$ cat src/rtl/cpu_stack_pkg.sv
// Shared constants for the CPU call/data stack.
package cpu_stack_pkg;

  localparam int unsigned DEFAULT_WIDTH = 32;
  localparam int unsigned DEFAULT_DEPTH = 128;

  // Stack pointer needs one extra bit so that sp == DEPTH (full) is representable.
  function automatic int unsigned sp_width(input int unsigned depth);
    return $clog2(depth) + 1;
  endfunction

  localparam int unsigned DEFAULT_SP_W = sp_width(DEFAULT_DEPTH);

endpackage

$ cat src/rtl/cpu_stack_ram.sv
// Stack storage: one synchronous write port, one registered read port.
// The array itself is never reset; only the read-data register is.
module stack_ram #(
  parameter int unsigned WIDTH = 32,
  parameter int unsigned DEPTH = 128
) (
  input  logic                       clk,
  input  logic                       reset,
  input  logic                       wr_en,
  input  logic [$clog2(DEPTH)-1:0]   wr_addr,
  input  logic [WIDTH-1:0]           wr_data,
  input  logic                       rd_en,
  input  logic                       rd_clr,
  input  logic [$clog2(DEPTH)-1:0]   rd_addr,
  output logic [WIDTH-1:0]           rd_data
);

  logic [WIDTH-1:0] mem [DEPTH];

  // Write port: contents survive reset and clear.
  always_ff @(posedge clk) begin
    if (wr_en) begin
      mem[wr_addr] <= wr_data;
    end
  end

  // Read register: zeroed by reset or a synchronous clear, otherwise holds until the next read.
  always_ff @(posedge clk or posedge reset) begin
    if (reset) begin
      rd_data <= '0;
    end else if (rd_clr) begin
      rd_data <= '0;
    end else if (rd_en) begin
      rd_data <= mem[rd_addr];
    end
  end

endmodule

$ cat src/rtl/cpu_stack.sv
// Hardware push/pop stack for the CPU: register data pushed, popped word fed to writeback.
module cpu_stack
  import cpu_stack_pkg::*;
#(
  parameter int unsigned WIDTH = DEFAULT_WIDTH,
  parameter int unsigned DEPTH = DEFAULT_DEPTH
) (
  input  logic                         clk,
  input  logic                         reset,
  input  logic [WIDTH-1:0]             d,
  input  logic                         push,
  input  logic                         pop,
  input  logic                         hold,
  input  logic                         clear,
  output logic [WIDTH-1:0]             q,
  output logic                         q_valid,
  output logic                         empty,
  output logic                         full,
  output logic [sp_width(DEPTH)-1:0]   depth,
  output logic                         overflow,
  output logic                         underflow,
  output logic                         conflict
);

  localparam int unsigned SP_W = sp_width(DEPTH);
  localparam int unsigned AW   = SP_W - 1;

  logic [SP_W-1:0] sp;
  logic [SP_W-1:0] sp_nxt;
  logic            push_ok;
  logic            pop_ok;
  logic            pop_any;
  logic            ovf_set;
  logic            unf_set;
  logic            cfl_set;
  logic            rd_clr;
  logic            wr_en;
  logic [AW-1:0]   wr_addr;
  logic [AW-1:0]   rd_addr;

  // Status decodes of the stack pointer.
  assign empty = (sp == '0);
  assign full  = (sp == SP_W'(DEPTH));
  assign depth = sp;

  // Request qualification and next stack pointer.
  always_comb begin
    logic accept;
    logic do_push;
    logic do_pop;
    accept  = ~hold & ~clear;
    do_push = accept & push & ~pop;
    do_pop  = accept & pop & ~push;

    push_ok = do_push & ~full;
    pop_ok  = do_pop & ~empty;
    pop_any = do_pop;
    ovf_set = do_push & full;
    unf_set = do_pop & empty;
    cfl_set = accept & push & pop;
    rd_clr  = clear | unf_set;

    sp_nxt = sp;
    if (clear) begin
      sp_nxt = '0;
    end else if (push_ok) begin
      sp_nxt = sp + SP_W'(1);
    end else if (pop_ok) begin
      sp_nxt = sp - SP_W'(1);
    end
  end

  // Write at sp, read at sp-1 so the popped word lands in q on the request edge.
  // A write is suppressed whenever reset is high, including the edge it overlaps.
  assign wr_addr = AW'(sp);
  assign rd_addr = AW'(sp) - AW'(1);
  assign wr_en   = push_ok & ~reset;

  // Stack pointer register.
  always_ff @(posedge clk or posedge reset) begin
    if (reset) begin
      sp <= '0;
    end else begin
      sp <= sp_nxt;
    end
  end

  // Pop-result strobe and sticky error flags; clear wipes the flags.
  always_ff @(posedge clk or posedge reset) begin
    if (reset) begin
      q_valid   <= 1'b0;
      overflow  <= 1'b0;
      underflow <= 1'b0;
      conflict  <= 1'b0;
    end else if (clear) begin
      q_valid   <= 1'b0;
      overflow  <= 1'b0;
      underflow <= 1'b0;
      conflict  <= 1'b0;
    end else begin
      q_valid   <= pop_any;
      overflow  <= overflow | ovf_set;
      underflow <= underflow | unf_set;
      conflict  <= conflict | cfl_set;
    end
  end

  stack_ram #(
    .WIDTH (WIDTH),
    .DEPTH (DEPTH)
  ) u_ram (
    .clk     (clk),
    .reset   (reset),
    .wr_en   (wr_en),
    .wr_addr (wr_addr),
    .wr_data (d),
    .rd_en   (pop_ok),
    .rd_clr  (rd_clr),
    .rd_addr (rd_addr),
    .rd_data (q)
  );

endmodule
$ cat config.mk
export PLATFORM = sky130hd
export DESIGN_NAME = cpu_stack
export DESIGN_NICKNAME = d
export VERILOG_FILES = /design/src/rtl/cpu_stack_pkg.sv /design/src/rtl/cpu_stack_ram.sv /design/src/rtl/cpu_stack.sv
export SDC_FILE = /design/constraint.sdc
export NUM_CORES = 2
export LEC_CHECK = 0
export CELL_PAD_IN_SITES_DETAIL_PLACEMENT = 1
export CELL_PAD_IN_SITES_GLOBAL_PLACEMENT = 1
export CORE_MARGIN = 4
export CORE_UTILIZATION = 55
export DETAILED_ROUTE_END_ITERATION = 6
export HOLD_SLACK_MARGIN = 0.02
export PLACE_DENSITY_LB_ADDON = 0.12
export SLEW_MARGIN = 40
export SYNTH_ARGS = -nofsm -noshare
export SYNTH_HDL_FRONTEND = slang
export SYNTH_HIERARCHICAL = 1
export SYNTH_SLANG_ARGS = --single-unit
$ cat constraint.sdc
create_clock -name clk -period 6.25 [get_ports clk]
set_input_delay 1.25 -clock clk [delete_from_list [all_inputs] [get_ports clk]]
set_output_delay 1.25 -clock clk [all_outputs]
set_load 0.01 [all_outputs]
Yosys cells after proc, flatten, opt, wreduce, memory -nomap -nowiden
Memory sizes are Yosys's and may differ from the RTL's.
Index checks and enable logic that the tools add are counted.
{"block": "classes", "n_addsub": 3, "multipliers": 0, "n_div": 0, "order_cmp": 0, "n_eq_ne": 1, "n_shift": 0, "muxes": 11, "n_bitwise": 22, "reduce_logical": 3}
{"operator": "$mux W32", "n": 2}
{"operator": "$mux W8", "n": 3}
{"operator": "$and A1 B1 Y1", "n": 11}
{"operator": "$add A8 B1 Y8 const B", "n": 1}
{"operator": "$eq A8 B8 Y1 const B", "n": 1}
{"operator": "$logic_not A8 Y1", "n": 1}
{"operator": "$sub A8 B1 Y8 const B", "n": 1}
{"operator": "$not A1 Y1", "n": 7}
{"operator": "$sub A7 B1 Y7 const B", "n": 1}
{"operator": "$mux W1", "n": 6}
{"operator": "$or A1 B1 Y1", "n": 4}
{"operator": "$reduce_bool A3 Y1", "n": 1}
{"operator": "$reduce_bool A2 Y1", "n": 1}
{"block": "totals", "ff_bits": 44, "latchBits": 0, "ram_bits": 4096, "rom_bits": 0, "in_bits": 38, "out_inout_bits": 46, "elab_cells": 47, "n_memories": 1}
{"memory": "u_ram.mem", "words": 128, "word_bits": 32, "rd": 1, "rd_ports_with_merged_regs": 0, "write_ports": 1, "line": "cpu_stack_ram.sv:18", "source": "logic [WIDTH-1:0] mem [DEPTH];"}

Longest topological paths before layout
{"block": "depth", "ltp_word": 8, "mapped_depth": 14, "ltp_nobuf": 11}

Hierarchy
Netlist, hierarchy kept.
{"module": "stack_ram", "instances": 1, "cells_each": 7690, "area_each_um2": 158502.0, "seq_area_each_um2": 123798.7}
{"module": "cpu_stack", "instances": 1, "cells_each": 107, "area_each_um2": 1016.0, "seq_area_each_um2": 300.3}

Worst setup path after synthesis
OpenSTA, ideal clock, no wires.
{"block": "synth_timing", "path_kind": "input-to-reg", "start": "input pop", "end": "memory u_ram.mem[98][0] (enable)", "setup_ps": 461, "arrival_ps": 4916, "required_ps": 5789, "setup_slack_ps": 873, "path_stages": 6, "n_path_buf": 1, "path_cell_list": "or3b_4 -> a211o_4 -> nor2_1 -> clkbuf_1 -> nand4_1 -> nor3_1"}
{"block": "synth_between", "elab_chain_len": 6}
{"item": "from (decl)", "line": "cpu_stack.sv:12", "source": "input logic pop,"}
{"item": "$not A1 Y1", "line": "cpu_stack.sv:52", "source": "do_push = accept & push & ~pop;"}
{"item": "$and A1 B1 Y1", "line": "cpu_stack.sv:52"}
{"item": "$and A1 B1 Y1", "line": "cpu_stack.sv:55", "source": "push_ok = do_push & ~full;"}
{"item": "$and A1 B1 Y1", "line": "cpu_stack.sv:77", "source": "assign wr_en = push_ok & ~reset;"}
{"item": "named net wr_en", "line": "cpu_stack.sv:37", "source": "logic wr_en;"}
{"item": "$mux W1", "line": "cpu_stack_ram.sv:22", "source": "if (wr_en) begin"}
{"item": "$mux W1 (implied by the code)", "line": "cpu_stack_ram.sv:23", "source": "mem[wr_addr] <= wr_data;"}
{"item": "to (decl)", "line": "cpu_stack_ram.sv:18"}
The timed path passes the listed nets, and every way through them passes these cells.

Worst setup path after layout
{"block": "layout_timing", "start": "register sp[0] (netlist: depth[0])", "end": "register u_ram.rd_data[8]"}
{"block": "layout_between", "elab_chain_len": 4, "elab_cells_between_ends": 10, "cone_classes": "add/sub (1); mux (2); bitwise (4); reduce/logical (2); memory (1)"}
{"item": "from (decl)", "line": "cpu_stack.sv:28", "source": "logic [SP_W-1:0] sp;"}
{"item": "from (signal assigned)", "line": "cpu_stack.sv:84", "source": "sp <= sp_nxt;"}
{"item": "$sub A7 B1 Y7", "line": "cpu_stack.sv:76", "source": "assign rd_addr = AW'(sp) - AW'(1);"}
{"item": "named net rd_addr[0]", "line": "cpu_stack.sv:39", "source": "logic [AW-1:0] rd_addr;"}
{"item": "$mem_v2 Z128 W32"}
{"item": "$mux W32", "line": "cpu_stack_ram.sv:33", "source": "end else if (rd_en) begin"}
{"item": "$mux W32", "line": "cpu_stack_ram.sv:31", "source": "end else if (rd_clr) begin"}
{"item": "to (signal assigned)", "line": "cpu_stack_ram.sv:34", "source": "rd_data <= mem[rd_addr];"}
{"item": "to (decl)", "line": "cpu_stack_ram.sv:15", "source": "output logic [WIDTH-1:0] rd_data"}
The timed path passes the listed nets, and every way through them passes these cells. The select of a mux whose other input is x is not followed.
A chain may end at the register's enable or synchronous reset.

==> reports/qor.csv <==
metric,value,unit
outcome,finished clean,
antenna_found_initial,28,
gr-total-overflow,0,
worstPathCellList,inv_8 -> ha_1 -> nand2_1 -> xnor2_4 -> buf_12 -> buf_4 -> mux4_2 -> nand2_1 -> a32oi_1 -> o21ai_0 -> buf_4 -> o31ai_2 -> a221o_1,
yosysMostFrequentCell,edfxtp_1,
r2r-end,u_ram/rd_data[8],
rsz0062_at_grt,false,
yosys.area.top_type,edfxtp_1,
vias_per_cell,6.67,
hold_end,u_ram/rd_data[9],
min_period_over_period,83.3,%
die-height,547,um
cp_slowest_cell,a32oi_1,
syn_area,0.160,mm^2
ys_types,61,
drc_errors,0,
vias,82800,
clock-sinks,4140,
slowest_delay,620,ps
drt_iter0_drc,11900,
grt_use_total,31.2,%
r2r.worst_path.cells,13,
drt_pre_antenna_iters,7,
syn-num-nets,7844,
dieArea,0.299,mm^2
globalRouteMet1Util,45.2,%
ant_nets,0,
setup_tns,0,ps
r2r_start,depth[0],
cts_tree,built,
synth_warnings,6,
drive_gt1_share,26.1,%
grt_pass1_vias,84900,
num-fill-cells,23400,
grt_pass1_wl,661,mm
area_growth,14.2,%
fin_nets,8323,
met2_usage,48.5,%
gp_congestion,0.944,
relSlewSlack,33.8,%
final_cells,12400,
drt_wl_total,466,mm
holdPathStages,1,
cts_buffers,415,
r2r_slack,1050,ps
postSynthAreaPerCell,20.5,um^2
start_kind,flop,
path_clk_slew,60,ps
fmax,192,MHz
finalPower,81.8,mW
clk_latency,970,ps
period_minus_slack,5200,ps
crit_fanout,55,
skew,56.3,ps
synth_common_cells,"edfxtp_1, mux4_2, mux2i_1",
port-buffer-count,83,
core_region_area,0.288,mm^2
synth_edf_count,4096,
setup_viol,0,
postSynthCellCount,7797,
htree_levels,5,
cts_root_buf,clkbuf_16,
maxCapViolations,0,
required,7130,ps
cts_resized,0,
min-delay-start,u_ram/rd_data[9],
utilization,63.2,%
synth-async-reset-ratio,1.06,%
hpwl,282,mm
cp-end-kind,flop,
min_path_type,flop to flop,
ys_ff_latch,4140,
rows,197,
p_per_area,449,mW/mm^2
final_area,0.182,mm^2
slew_violations,0,
seq_area,0.124,mm^2
multi_input_area,0.0348,mm^2
static-leakage-power,60.6,nW
wire_per_inst,37.6,um
dp_cells,11600,
postCtsSetupRepairBufs,0,
start_util,55.3,%
path_class,flop to flop,
grt_max_degree,105,
hold_viol_final,0,
synth_top_cells_by_area,"edfxtp_1, mux4_2, mux2i_1",
place_area,0.168,mm^2
io_pins,84,
synth_top_flop_cell,edfxtp_1,
arrival,6090,ps
irDropWorstVdd,0.000405,V
tightest_slew,987,ps
netlist.area_leader.share,77.1,%
grt_util_met3,5.33,%
busiest_layer,met2,
die_width,547,um
seq_area_frac_synth,77.8,%
hold_buffers,0,
clock_path_buffers,4,
metrics by stage:
stage                     hold slack [ps]  worst slack (ps)
after detailed placement              503               750
after global routing                  536              1050
after global placement                483               162
after floorplan                       526               873
after CTS                             520              1060
final                                 517              1050
worst max-delay path: cells and delay by family (launching register included):
family / cells / cell delay, ps
mux: 1 / 300
fa+ha+maj: 1 / 330
xor+xnor: 1 / 520
buf+inv: 4 / 1530
simple gates: 2 / 260
flops: 1 / 440
compound gates: 4 / 1650
flip-flops by register name, indices dropped and copies added, names as in the netlist:
signal         flops
overflow           1
u_ram/rd_data     32
conflict           1
q_valid            1
u_ram/mem       4096
depth              8
underflow          1
cell families (layout without fill, tap and decap cells):
logic type | count (synthesis) | after routing | share of synthesized area, %
other cells | 0 | 11 | 0
simple gates | 785 | 785 | 2.06
fa+ha+maj | 9 | 9 | 0.0753
compound gates | 883 | 883 | 3.75
buf+inv | 470 | 1289 | 1.34
mux | 1502 | 1502 | 14.9
flops | 4140 | 4140 | 77.8
xor+xnor | 8 | 8 | 0.0439
metal layers:
| layer | routed length, um | up-vias | part of all wire [%] |
|---|---|---|---|
| met3 | 43000 | 757 | 9.2 |
| met5 | 62 | - | 0.013 |
| met1 | 183000 | 44500 | 39 |
| li1 | - | 33300 | - |
| met4 | 19900 | 10 | 4.3 |
| met2 | 221000 | 4287 | 47 |
cell type report:
cell class              count  share of cell area, %
diodes                     11                 0.0151
multi-input cells        3187                   19.1
flip-flops and latches   4140                   68.1
clock buffers             498                   5.92
inverters                  11                 0.0405
clock inverters           259                   1.49
repair buffers            521                   2.68
well taps                3781                   2.60
cells in the final DEF, fill, tap and decap left out, types with 51 or more instances in the layout:
master           instances
edfxtp_1              4096
buf_4                  376
mux2_2                 254
clkbuf_16              419
clkbuf_1                78
nand2_1                458
mux2i_1                570
o22ai_1                186
a22oi_1                130
nor2_4                 117
clkdlybuf4s50_1         51
clkinv_2                82
clkinv_1                86
a21oi_1                258
a221oi_1                75
mux4_2                 678
where the power goes:
part	switching, mW	total (mW)	internal, mW
Clock	10.5	24.9	14.4
Combinational	17.7	26.1	8.42
Sequential	0.164	30.8	30.6
worst max path at each step:
stage	cells past startpoint	slack, ps	from	endpoint
4_1_cts	13	1060	depth[0]	u_ram/rd_data[8]
3_3_place_gp	8	160	clear	u_ram/rd_data[13]
3_5_place_dp	9	750	push	u_ram/mem[104][0]
6_report	13	1050	depth[0]	u_ram/rd_data[8]
5_1_grt	13	1050	depth[0]	u_ram/rd_data[8]
2_1_floorplan	6	870	pop	u_ram/mem[98][0]
Note: power is estimated with default switching activity, not from simulation.
